**config.mk**
```make
export PLATFORM = sky130hd
export DESIGN_NAME = mem_arbiter
export DESIGN_NICKNAME = d
export VERILOG_FILES = /design/src/rtl/mem_arbiter_pkg.sv /design/src/rtl/mem_arbiter_rr_pick.sv /design/src/rtl/mem_arbiter.sv
export SDC_FILE = /design/constraint.sdc
export NUM_CORES = 1
export LEC_CHECK = 0
export ABC_AREA = 1
export BUFFER_PORTS_ARGS = -buffer_cell sky130_fd_sc_hd__buf_2
export CORE_AREA = 2 2 128 130
export CTS_CLUSTER_SIZE = 12
export DETAILED_ROUTE_END_ITERATION = 12
export DIE_AREA = 0 0 130 132
export GPL_TIMING_DRIVEN = 1
export PLACE_DENSITY = 0.77
export SETUP_SLACK_MARGIN = 0.2
export SYNTH_ARGS = -nofsm -noshare
export SYNTH_HDL_FRONTEND = slang
export SYNTH_SLANG_ARGS = --single-unit
```
**constraint.sdc**
```tcl
create_clock -name clk -period 2.1 [get_ports clk]
set_input_delay 0.21 -clock clk [delete_from_list [all_inputs] [get_ports clk]]
set_output_delay 0.21 -clock clk [all_outputs]
set_load 0.005 [all_outputs]
```
**src/rtl/mem_arbiter_pkg.sv**
```systemverilog
// Shared memory-unit constants: bus widths, function codes,
// grant index width and timeout counter width.
package mem_arbiter_pkg;

  localparam int MEM_ADDR_W = 16;
  localparam int MEM_DATA_W = 16;
  localparam int GNT_W      = 2;
  localparam int TMO_W      = 8;

  typedef enum logic [1:0] {
    MF_GET_CONTENTS = 2'd0,
    MF_SET_CONTENTS = 2'd1,
    MF_GET_FIELD    = 2'd2,
    MF_SET_FIELD    = 2'd3
  } mem_func_e;

endpackage

```
**src/rtl/mem_arbiter_rr_pick.sv**
```systemverilog
// Round-robin selector: req_i request vector, last_i last grant;
// valid_o any request, idx_o first requester after last_i.
module rr_pick
  import mem_arbiter_pkg::*;
#(
  parameter int NREQ = 4
) (
  input  logic [NREQ-1:0]  req_i,
  input  logic [GNT_W-1:0] last_i,
  output logic             valid_o,
  output logic [GNT_W-1:0] idx_o
);

  logic [GNT_W-1:0] c;

  // Walk offsets from farthest to nearest so the nearest wins.
  always_comb begin
    valid_o = 1'b0;
    idx_o   = '0;
    c       = '0;
    for (int k = NREQ; k >= 1; k--) begin
      c = GNT_W'((int'(last_i) + k) % NREQ);
      if (req_i[c]) begin
        valid_o = 1'b1;
        idx_o   = c;
      end
    end
  end

endmodule

```
**src/rtl/mem_arbiter.sv**
```systemverilog
// Memory arbiter: NREQ requester ports share one memory unit.
// Ports: req_* requester side, mem_*/address*/write_data/read_data* memory side.
module mem_arbiter
  import mem_arbiter_pkg::*;
#(
  parameter int NREQ = 4
) (
  input  logic                       clk,
  input  logic                       rst,
  input  logic [NREQ-1:0]            req_execute,
  input  logic [NREQ*MEM_ADDR_W-1:0] req_address1,
  input  logic [NREQ*MEM_ADDR_W-1:0] req_address2,
  input  logic [NREQ*2-1:0]          req_mem_func,
  input  logic [NREQ*MEM_DATA_W-1:0] req_write_data,
  output logic [NREQ-1:0]            req_ready,
  output logic [MEM_DATA_W-1:0]      rsp_read_data1,
  output logic [MEM_DATA_W-1:0]      rsp_read_data2,
  output logic                       mem_execute,
  output logic [MEM_ADDR_W-1:0]      address1,
  output logic [MEM_ADDR_W-1:0]      address2,
  output logic [1:0]                 mem_func,
  output logic [MEM_DATA_W-1:0]      write_data,
  input  logic                       mem_ready,
  input  logic [MEM_DATA_W-1:0]      read_data1,
  input  logic [MEM_DATA_W-1:0]      read_data2,
  output logic [GNT_W-1:0]           grant_id,
  output logic                       busy,
  output logic                       arb_error
);

  typedef enum logic [1:0] {
    S_IDLE,
    S_ISSUE,
    S_WAIT,
    S_DONE
  } state_e;

  state_e                state_q, state_d;
  logic [GNT_W-1:0]      gnt_q, gnt_d;
  logic [GNT_W-1:0]      last_q, last_d;
  logic [MEM_ADDR_W-1:0] a1_q, a1_d;
  logic [MEM_ADDR_W-1:0] a2_q, a2_d;
  logic [1:0]            fn_q, fn_d;
  logic [MEM_DATA_W-1:0] wd_q, wd_d;
  logic [MEM_DATA_W-1:0] rd1_q, rd1_d;
  logic [MEM_DATA_W-1:0] rd2_q, rd2_d;
  logic [NREQ-1:0]       rdy_q, rdy_d;
  logic                  err_q, err_d;
  logic [TMO_W-1:0]      cnt_q, cnt_d;

  logic                  pick_v;
  logic [GNT_W-1:0]      pick_idx;

  rr_pick #(
    .NREQ(NREQ)
  ) u_pick (
    .req_i  (req_execute),
    .last_i (last_q),
    .valid_o(pick_v),
    .idx_o  (pick_idx)
  );

  always_comb begin
    state_d = state_q;
    gnt_d   = gnt_q;
    last_d  = last_q;
    a1_d    = a1_q;
    a2_d    = a2_q;
    fn_d    = fn_q;
    wd_d    = wd_q;
    rd1_d   = rd1_q;
    rd2_d   = rd2_q;
    rdy_d   = '0;
    err_d   = err_q;
    cnt_d   = cnt_q;
    unique case (state_q)
      S_IDLE: begin
        if (pick_v) begin
          gnt_d   = pick_idx;
          a1_d    = req_address1[int'(pick_idx)*MEM_ADDR_W +: MEM_ADDR_W];
          a2_d    = req_address2[int'(pick_idx)*MEM_ADDR_W +: MEM_ADDR_W];
          fn_d    = req_mem_func[int'(pick_idx)*2 +: 2];
          wd_d    = req_write_data[int'(pick_idx)*MEM_DATA_W +: MEM_DATA_W];
          state_d = S_ISSUE;
        end
      end
      S_ISSUE: begin
        cnt_d   = '0;
        state_d = S_WAIT;
      end
      S_WAIT: begin
        if (mem_ready) begin
          rd1_d        = read_data1;
          rd2_d        = read_data2;
          rdy_d[gnt_q] = 1'b1;
          state_d      = S_DONE;
        end else if (cnt_q == '1) begin
          // Memory hung: release the requester with zero data.
          err_d        = 1'b1;
          rd1_d        = '0;
          rd2_d        = '0;
          rdy_d[gnt_q] = 1'b1;
          state_d      = S_DONE;
        end else begin
          cnt_d = cnt_q + 1'b1;
        end
      end
      S_DONE: begin
        last_d  = gnt_q;
        state_d = S_IDLE;
      end
      default: state_d = S_IDLE;
    endcase
  end

  always_ff @(posedge clk or negedge rst) begin
    if (!rst) begin
      state_q <= S_IDLE;
      gnt_q   <= '0;
      last_q  <= GNT_W'(NREQ - 1);
      a1_q    <= '0;
      a2_q    <= '0;
      fn_q    <= '0;
      wd_q    <= '0;
      rd1_q   <= '0;
      rd2_q   <= '0;
      rdy_q   <= '0;
      err_q   <= 1'b0;
      cnt_q   <= '0;
    end else begin
      state_q <= state_d;
      gnt_q   <= gnt_d;
      last_q  <= last_d;
      a1_q    <= a1_d;
      a2_q    <= a2_d;
      fn_q    <= fn_d;
      wd_q    <= wd_d;
      rd1_q   <= rd1_d;
      rd2_q   <= rd2_d;
      rdy_q   <= rdy_d;
      err_q   <= err_d;
      cnt_q   <= cnt_d;
    end
  end

  assign mem_execute    = (state_q == S_ISSUE);
  assign busy           = (state_q != S_IDLE);
  assign address1       = a1_q;
  assign address2       = a2_q;
  assign mem_func       = fn_q;
  assign write_data     = wd_q;
  assign req_ready      = rdy_q;
  assign rsp_read_data1 = rd1_q;
  assign rsp_read_data2 = rd2_q;
  assign grant_id       = gnt_q;
  assign arb_error      = err_q;

endmodule

```
# Word level (Yosys, flattened, before mapping)
# Index checks and enable logic that the tools add are counted.
[word_totals] latch_bits=0 n_memories=0 regBits=101 ram_bits=0 rom_bits=0 elab_cells=77
[classes] shift=4 div=0 mul=0 order_cmp=6 muxes=31 n_reduce_logical=10 n_eq_ne=8 bitwise=1 add_sub_neg=5
[op_table] op="variable part select 64 x 7 -> 16 bit" count=3
[op_table] op="2-to-1 mux 16 bit" count=3
[op_table] op="2-to-1 mux 8 bit" count=2
[op_table] op="case mux 8 bit (2 select lines)" count=1
[op_table] op="less-than comparator 2 x 3 -> 1 bit (second input constant)" count=5
[op_table] op="2-to-1 mux 2 bit" count=7
[op_table] op="2-to-1 mux 4 bit" count=3
[op_table] op="2-to-1 mux 1 bit" count=9
[op_table] op="adder 8 x 1 -> 8 bit (second input constant)" count=1
[op_table] op="binary-select mux 1 bit (select 2 bit)" count=4
[op_table] op="equality test 8 bit (second input constant)" count=1
[op_table] op="case mux 2 bit (4 select lines)" count=1
[op_table] op="variable part select 8 x 4 -> 2 bit" count=1
[op_table] op="inequality test 2 bit (second input constant)" count=3
[op_table] op="AND reduction 2 bit" count=3
[op_table] op="AND reduction 3 bit" count=2
[op_table] op="nonzero test 2 bit" count=3
[op_table] op="adder 2 x 1 -> 2 bit (second input constant)" count=2
[op_table] op="adder 2 bit (second input constant)" count=2
[op_table] op="equality test 2 bit (second input constant)" count=2
[op_table] op="inequality test 3 bit (second input constant)" count=1
[op_table] op="demux 1 bit (select 2 bit)" count=1
[op_table] op="equality test 2 x 1 -> 1 bit (second input constant)" count=1
[op_table] op=">= comparator 2 x 1 -> 1 bit (second input constant)" count=1
[op_table] op="other kinds (3)" count=3

# Depth between registers and ports, before layout
[logic_depth] word_depth=9 depth_mapped=16

# Cells and area by module
# From an unflattened synthesis, not the netlist that was laid out.
[hier_totals] cells_unflattened=806 hier_area_um2=5783.0
[by_module_without_submodules] module="mem_arbiter" cells_per_inst=755 n_inst=1 area_each_um2=5536.6 seq_area_each_um2=2529.9
[by_module_without_submodules] module="rr_pick" cells_per_inst=51 n_inst=1 area_each_um2=246.5 seq_area_each_um2=0.0

# Worst setup path before layout
# No wires, ideal clock.
[synth_path] path_kind="flip-flop to flip-flop" start="register last_q[0]" end="register a1_q[11], in the netlist address1[11]" n_path_buf=3 synth_period_minus_slack_ps=1843 setup_ps=130 slack_ps=257 arrival_time_ps=1713 stages_incl_launch_ff=15 cell_sequence="dfstp_2 -> buf_4 -> inv_4 -> nand2_1 -> nand2_1 -> nand2_1 -> nand2_1 -> inv_2 -> nand2_1 -> o21ai_2 -> buf_6 -> nor2_4 -> buf_4 -> o211ai_1 -> nand3_1"
[synth_between] elab_chain_cells=8
[synth_lines] item="start: declaration" line="mem_arbiter.sv:40" rtl="logic [GNT_W-1:0] last_q, last_d;"
[synth_lines] item="start signal: assignment" line="mem_arbiter.sv:120" rtl="last_q <= GNT_W'(NREQ - 1);"
[synth_lines] item="start signal: assignment" line="mem_arbiter.sv:133" rtl="last_q <= last_d;"
[synth_lines] item="adder 2 x 1 -> 2 bit" line="mem_arbiter_rr_pick.sv:22" rtl="c = GNT_W'((int'(last_i) + k) % NREQ);"
[synth_lines] item="binary-select mux 1 bit (select 2 bit)" line="mem_arbiter_rr_pick.sv:23" rtl="if (req_i[c]) begin"
[synth_lines] item="2-to-1 mux 1 bit (not written as such)" line="mem_arbiter_rr_pick.sv:23"
[synth_lines] item="2-to-1 mux 2 bit or 2-to-1 mux 1 bit (tied branches) (4 in series)" line="mem_arbiter_rr_pick.sv:23"
[synth_lines] item="variable part select 64 x 7 -> 16 bit or AND reduction 2 bit (tied branches)"
[synth_lines] item="end signal: assignment" line="mem_arbiter.sv:121" rtl="a1_q <= '0;"
[synth_lines] item="end signal: assignment" line="mem_arbiter.sv:134" rtl="a1_q <= a1_d;"
[synth_lines] item="end: declaration" line="mem_arbiter.sv:41" rtl="logic [MEM_ADDR_W-1:0] a1_q, a1_d;"
# Parallel ways exist; a longest one is shown, timed or not. The select of a mux whose other input is x is not followed.
# A chain may end at the register's enable or synchronous reset.

# Final worst setup path
[layout_path] start="register last_q[0]" end="register wd_q[6], in the netlist write_data[6]"
[layout_between] elab_chain_cells=8
[layout_lines] item="adder 2 x 1 -> 2 bit" line="mem_arbiter_rr_pick.sv:22"
[layout_lines] item="binary-select mux 1 bit (select 2 bit)" line="mem_arbiter_rr_pick.sv:23"
[layout_lines] item="2-to-1 mux 1 bit (not written as such)" line="mem_arbiter_rr_pick.sv:23"
[layout_lines] item="2-to-1 mux 2 bit or 2-to-1 mux 1 bit (tied branches) (4 in series)" line="mem_arbiter_rr_pick.sv:23"
[layout_lines] item="variable part select 64 x 7 -> 16 bit or AND reduction 2 bit (tied branches)"
[layout_lines] item="end signal: assignment" line="mem_arbiter.sv:137" rtl="wd_q <= wd_d;"
[layout_lines] item="end: declaration" line="mem_arbiter.sv:44" rtl="logic [MEM_DATA_W-1:0] wd_q, wd_d;"
# Parallel ways exist; a longest one is shown, timed or not. The select of a mux whose other input is x is not followed.

==> results.md <==
* Status: finished with violations
* Failing checks: setup timing
* Max-slew violation count at 0
* Post-DP Area at 8325 sq um
* Sequential-to-total area share from yosys stat at 39.65%
* Cells after Synth at 964
* Average cell area after synthesis at 6.618 sq um
* Routed Antenna Nets at 0
* Number of I/O port buffers at 329
* Die ar. at 17160 sq um
* CTS tree: yes
* Fin Clk Skew at 8.666 ps
* Most used cell, CP: nand2_4
* Gp weighted congestion at 0.9326
* Clk pwr share at 10.7%
* Clock slew at reported path FFs at 80 ps
* Max cap viols at 0
* Vias in the first global route at 6874
* Most frequent cell after synthesis: nand2_1
* Critical path class: flip-flop to flip-flop
* Async set or reset register ratio after synthesis at 100.0%
* Max clock buf depth at 2
* Worst setup EP type: flip-flop
* Slew @ Worst Pin at 541.9 ps
* Switching part of the total power at 46.13%
* Crit path max-delay cell type: dfstp_2
* Part of the power in registers at 20.1%
* Max Freq at 0.4712 GHz
* R2R Path Start: last_q[0]
* CP max stage delay at 610 ps
* Overall Global Routing Usage at 24.80%
* Final min period at 2122 ps
* CORE AREA at 15710 sq um
* Rel. slew slack at 63.88%
* DRC violations left at 0
* Final nets at 1552
* Worst flop-to-flop path endpoint: write_data[6]
* Area of the multi-input gates at 3057 sq um
* PwrDens at 1761 nW/um^2
* Worst path cell trace: buf_6, nand2_1, nand2_1, nand2_1, nand2_4, nand2_4, nand2_4, nand2_4, nand2_8, buf_12, buf_4, clkbuf_16, nand2_2, nand3_2, nand3_2
* Max Used Layer: met4
* WHS Endpoint: rsp_read_data2[11]
* Max IR drop VDD at 0.8991 mV
* Main flop type after synthesis: dfrtp_1
* Via density per instance at 4.923
* Count of cell types in the netlist at 28
* Initial antenna violation count at 1
* Grt total ovfl at 0
* First-pass GRT wire length at 33.67 mm
* Final Cell Area at 9462 sq um
* Synthesized area at 6380 sq um
* Startpoint Class: flip-flop
* Cell family with most CP delay: simple AND/OR/NAND/NOR gates
* Die H at 132 um
* Total CTS buffers at 9
* Vias at 7527
* Share of power burned in combinational logic at 69.2%
* Clk_lat worst skew at 350 ps
* Drt total wl at 23.01 mm
* Fillers at 1441
* Die X at 130 um
* Final hold vios at 0
* RSZ-0062 raised after global routing: true
* Count of final setup violators at 14
* Pint at 8.976 mW
* CTS Root Cell: clkbuf_16
* Core Rows at 46
* Worst hold path type: primary input to flip-flop
* DP Worst Slack at -113.5 ps
* Worst EP arrival at 2360 ps
* Met3 WL at 1.915 mm
* LEAKAGE at 5.752 nW
* Ratio of cells with drive above 1 in the final layout at 34.98%
* Met1 wire length at 9.242 mm
* First drt pass iteration count at 7
* Register area at 2530 sq um
* Final Cycle Share at 101.1%
* Critical path required time at 2340 ps
* Largest cells by area after synthesis: dfrtp_1 (39%), nand2_1 (19%), nand3_1 (16%)
* Crit path buf inv count at 4
* Dpl hpwl at 15.28 mm
* Number of DRC markers in iteration 0 at 515
* Metal2 WL at 11.09 mm
* Hold path depth at 3
* EDFF count, synth at 0
* Worst-path fanout max at 5
* Synthesized flop and latch total at 101
* HP Start: read_data2[11]
* Switching pwr at 7.686 mW
* R2R setup slack at -20 ps
* Synth cell count leaders: nand2_1 (327), nand3_1 (199), inv_1 (192)
* Pin count of the biggest net entering global routing at 43
* Worst R2R Path Depth at 15
* Io pins at 330
* Synthesized Nets at 1209
* Drt wl/cell at 15.05 um
* # clock sinks at 101
* H-tree Lvls at 3
* Cell taking the most area after synthesis: dfrtp_1
* Yosys top cell area share at 38.83%
* Area delta synth->final at 48.30%
* Final worst slack at -22.23 ps
* Synthesis Warnings at 0
* Initial Util at 40.60%
worst reg2reg max path, cell delays in order, from the launching register on:
cell and delay (ps):
dfstp_2 610, buf_6 140, nand2_1 50, nand2_1 100, nand2_1 100, nand2_4 100, nand2_4 70, nand2_4 80
nand2_4 80, nand2_8 90, buf_12 110, buf_4 140, clkbuf_16 150, nand2_2 50, nand3_2 70, nand3_2 60
cell usage in the layout, fill, tap and decap left out, types with 4 or more instances in the layout:
cell,n
a21oi_1,4
buf_12,14
buf_16,5
buf_2,328
buf_4,22
buf_6,5
buf_8,4
clkbuf_16,17
dfrtp_1,99
ha_1,6
inv_1,191
nand2_1,307
nand2_2,18
nand2_4,7
nand3_1,186
nand3_2,13
nor2_1,7
nor2_4,4
nor3_1,5
o211ai_1,30
o21ai_0,5
power groups by stage:
stage / Sequential [mW] / Combinational, mW / Clock, mW
2_1_floorplan: 3.38 / 5.33 / 0
3_3_place_gp: 3.34 / 8.15 / 0
3_5_place_dp: 3.34 / 8.30 / 0
4_1_cts: 3.34 / 9.95 / 1.83
5_1_grt: 3.44 / 12.5 / 1.90
6_report: 3.35 / 11.5 / 1.79
layer usage:
metal  GRT usage, %  vias up
met5              0        -
li1               -     3663
met1          31.02     3408
met4          9.737        0
met2          42.35      394
met3          4.221       62
registers in the layout (all words and copies together), names as in the netlist:
signal and flops:
write_data 16, last_q 2, state_q 2, rsp_read_data2 16, req_ready 4, address1 16, cnt_q 8, grant_id 2
arb_error 1, mem_func 2, rsp_read_data1 16, address2 16
metrics by stage:
step	instances	setup TNS (ps)	hold WS [ps]	util (%)	power (mW)
4_1_cts	1512	0	72.69	57.46	15.12
3_3_place_gp	1478	-1458	235.4	52.99	11.50
5_1_grt	1529	-5466	83.54	60.22	17.89
3_5_place_dp	1478	-2703	235.5	52.99	11.64
2_1_floorplan	964	0	-85.59	-	8.710
6_report	1529	-150.6	85.42	60.22	16.66
logic make-up after synthesis:
| logic type | count (synthesis) | synth area share, % |
|---|---|---|
| AND/OR/NAND/NOR | 553 | 37.24 |
| buffers and inverters | 251 | 16.02 |
| flip-flops | 101 | 39.65 |
| AO/OA/AOI/OAI | 49 | 5.354 |
| adder cells (fa/ha/maj) | 6 | 1.177 |
| XOR/XNOR | 4 | 0.5492 |
worst max path at each step:
stage | cells past startpoint | from | end
after floorplan | 14 | last_q[0] | address1[11]
after global routing | 13 | last_q[0] | address2[9]
after CTS | 14 | last_q[0] | write_data[5]
final | 15 | last_q[0] | write_data[6]
after detailed placement | 10 | last_q[0] | address1[15]
after global placement | 10 | last_q[0] | address2[3]
final cells by class:
class	instances	area share, %
multi-input cells	613	32.31
diodes	1	0.02645
inverters	195	7.789
well taps	216	2.856
flip-flops and latches	101	26.74
clock buffers	10	2.526
clock inverters	6	0.7934
repair buffers	387	26.96
timing repair:
item                                   4_1_cts  5_1_grt
setup buffers                               11        7
hold buffers                                 1        0
cloned                                       6        9
pin swaps                                    7       22
setup endpoints to repair                   51       55
gates resized for setup                     27       45
endpoints found under the hold margin       36        0
Note: power is estimated with default switching activity, not from simulation.
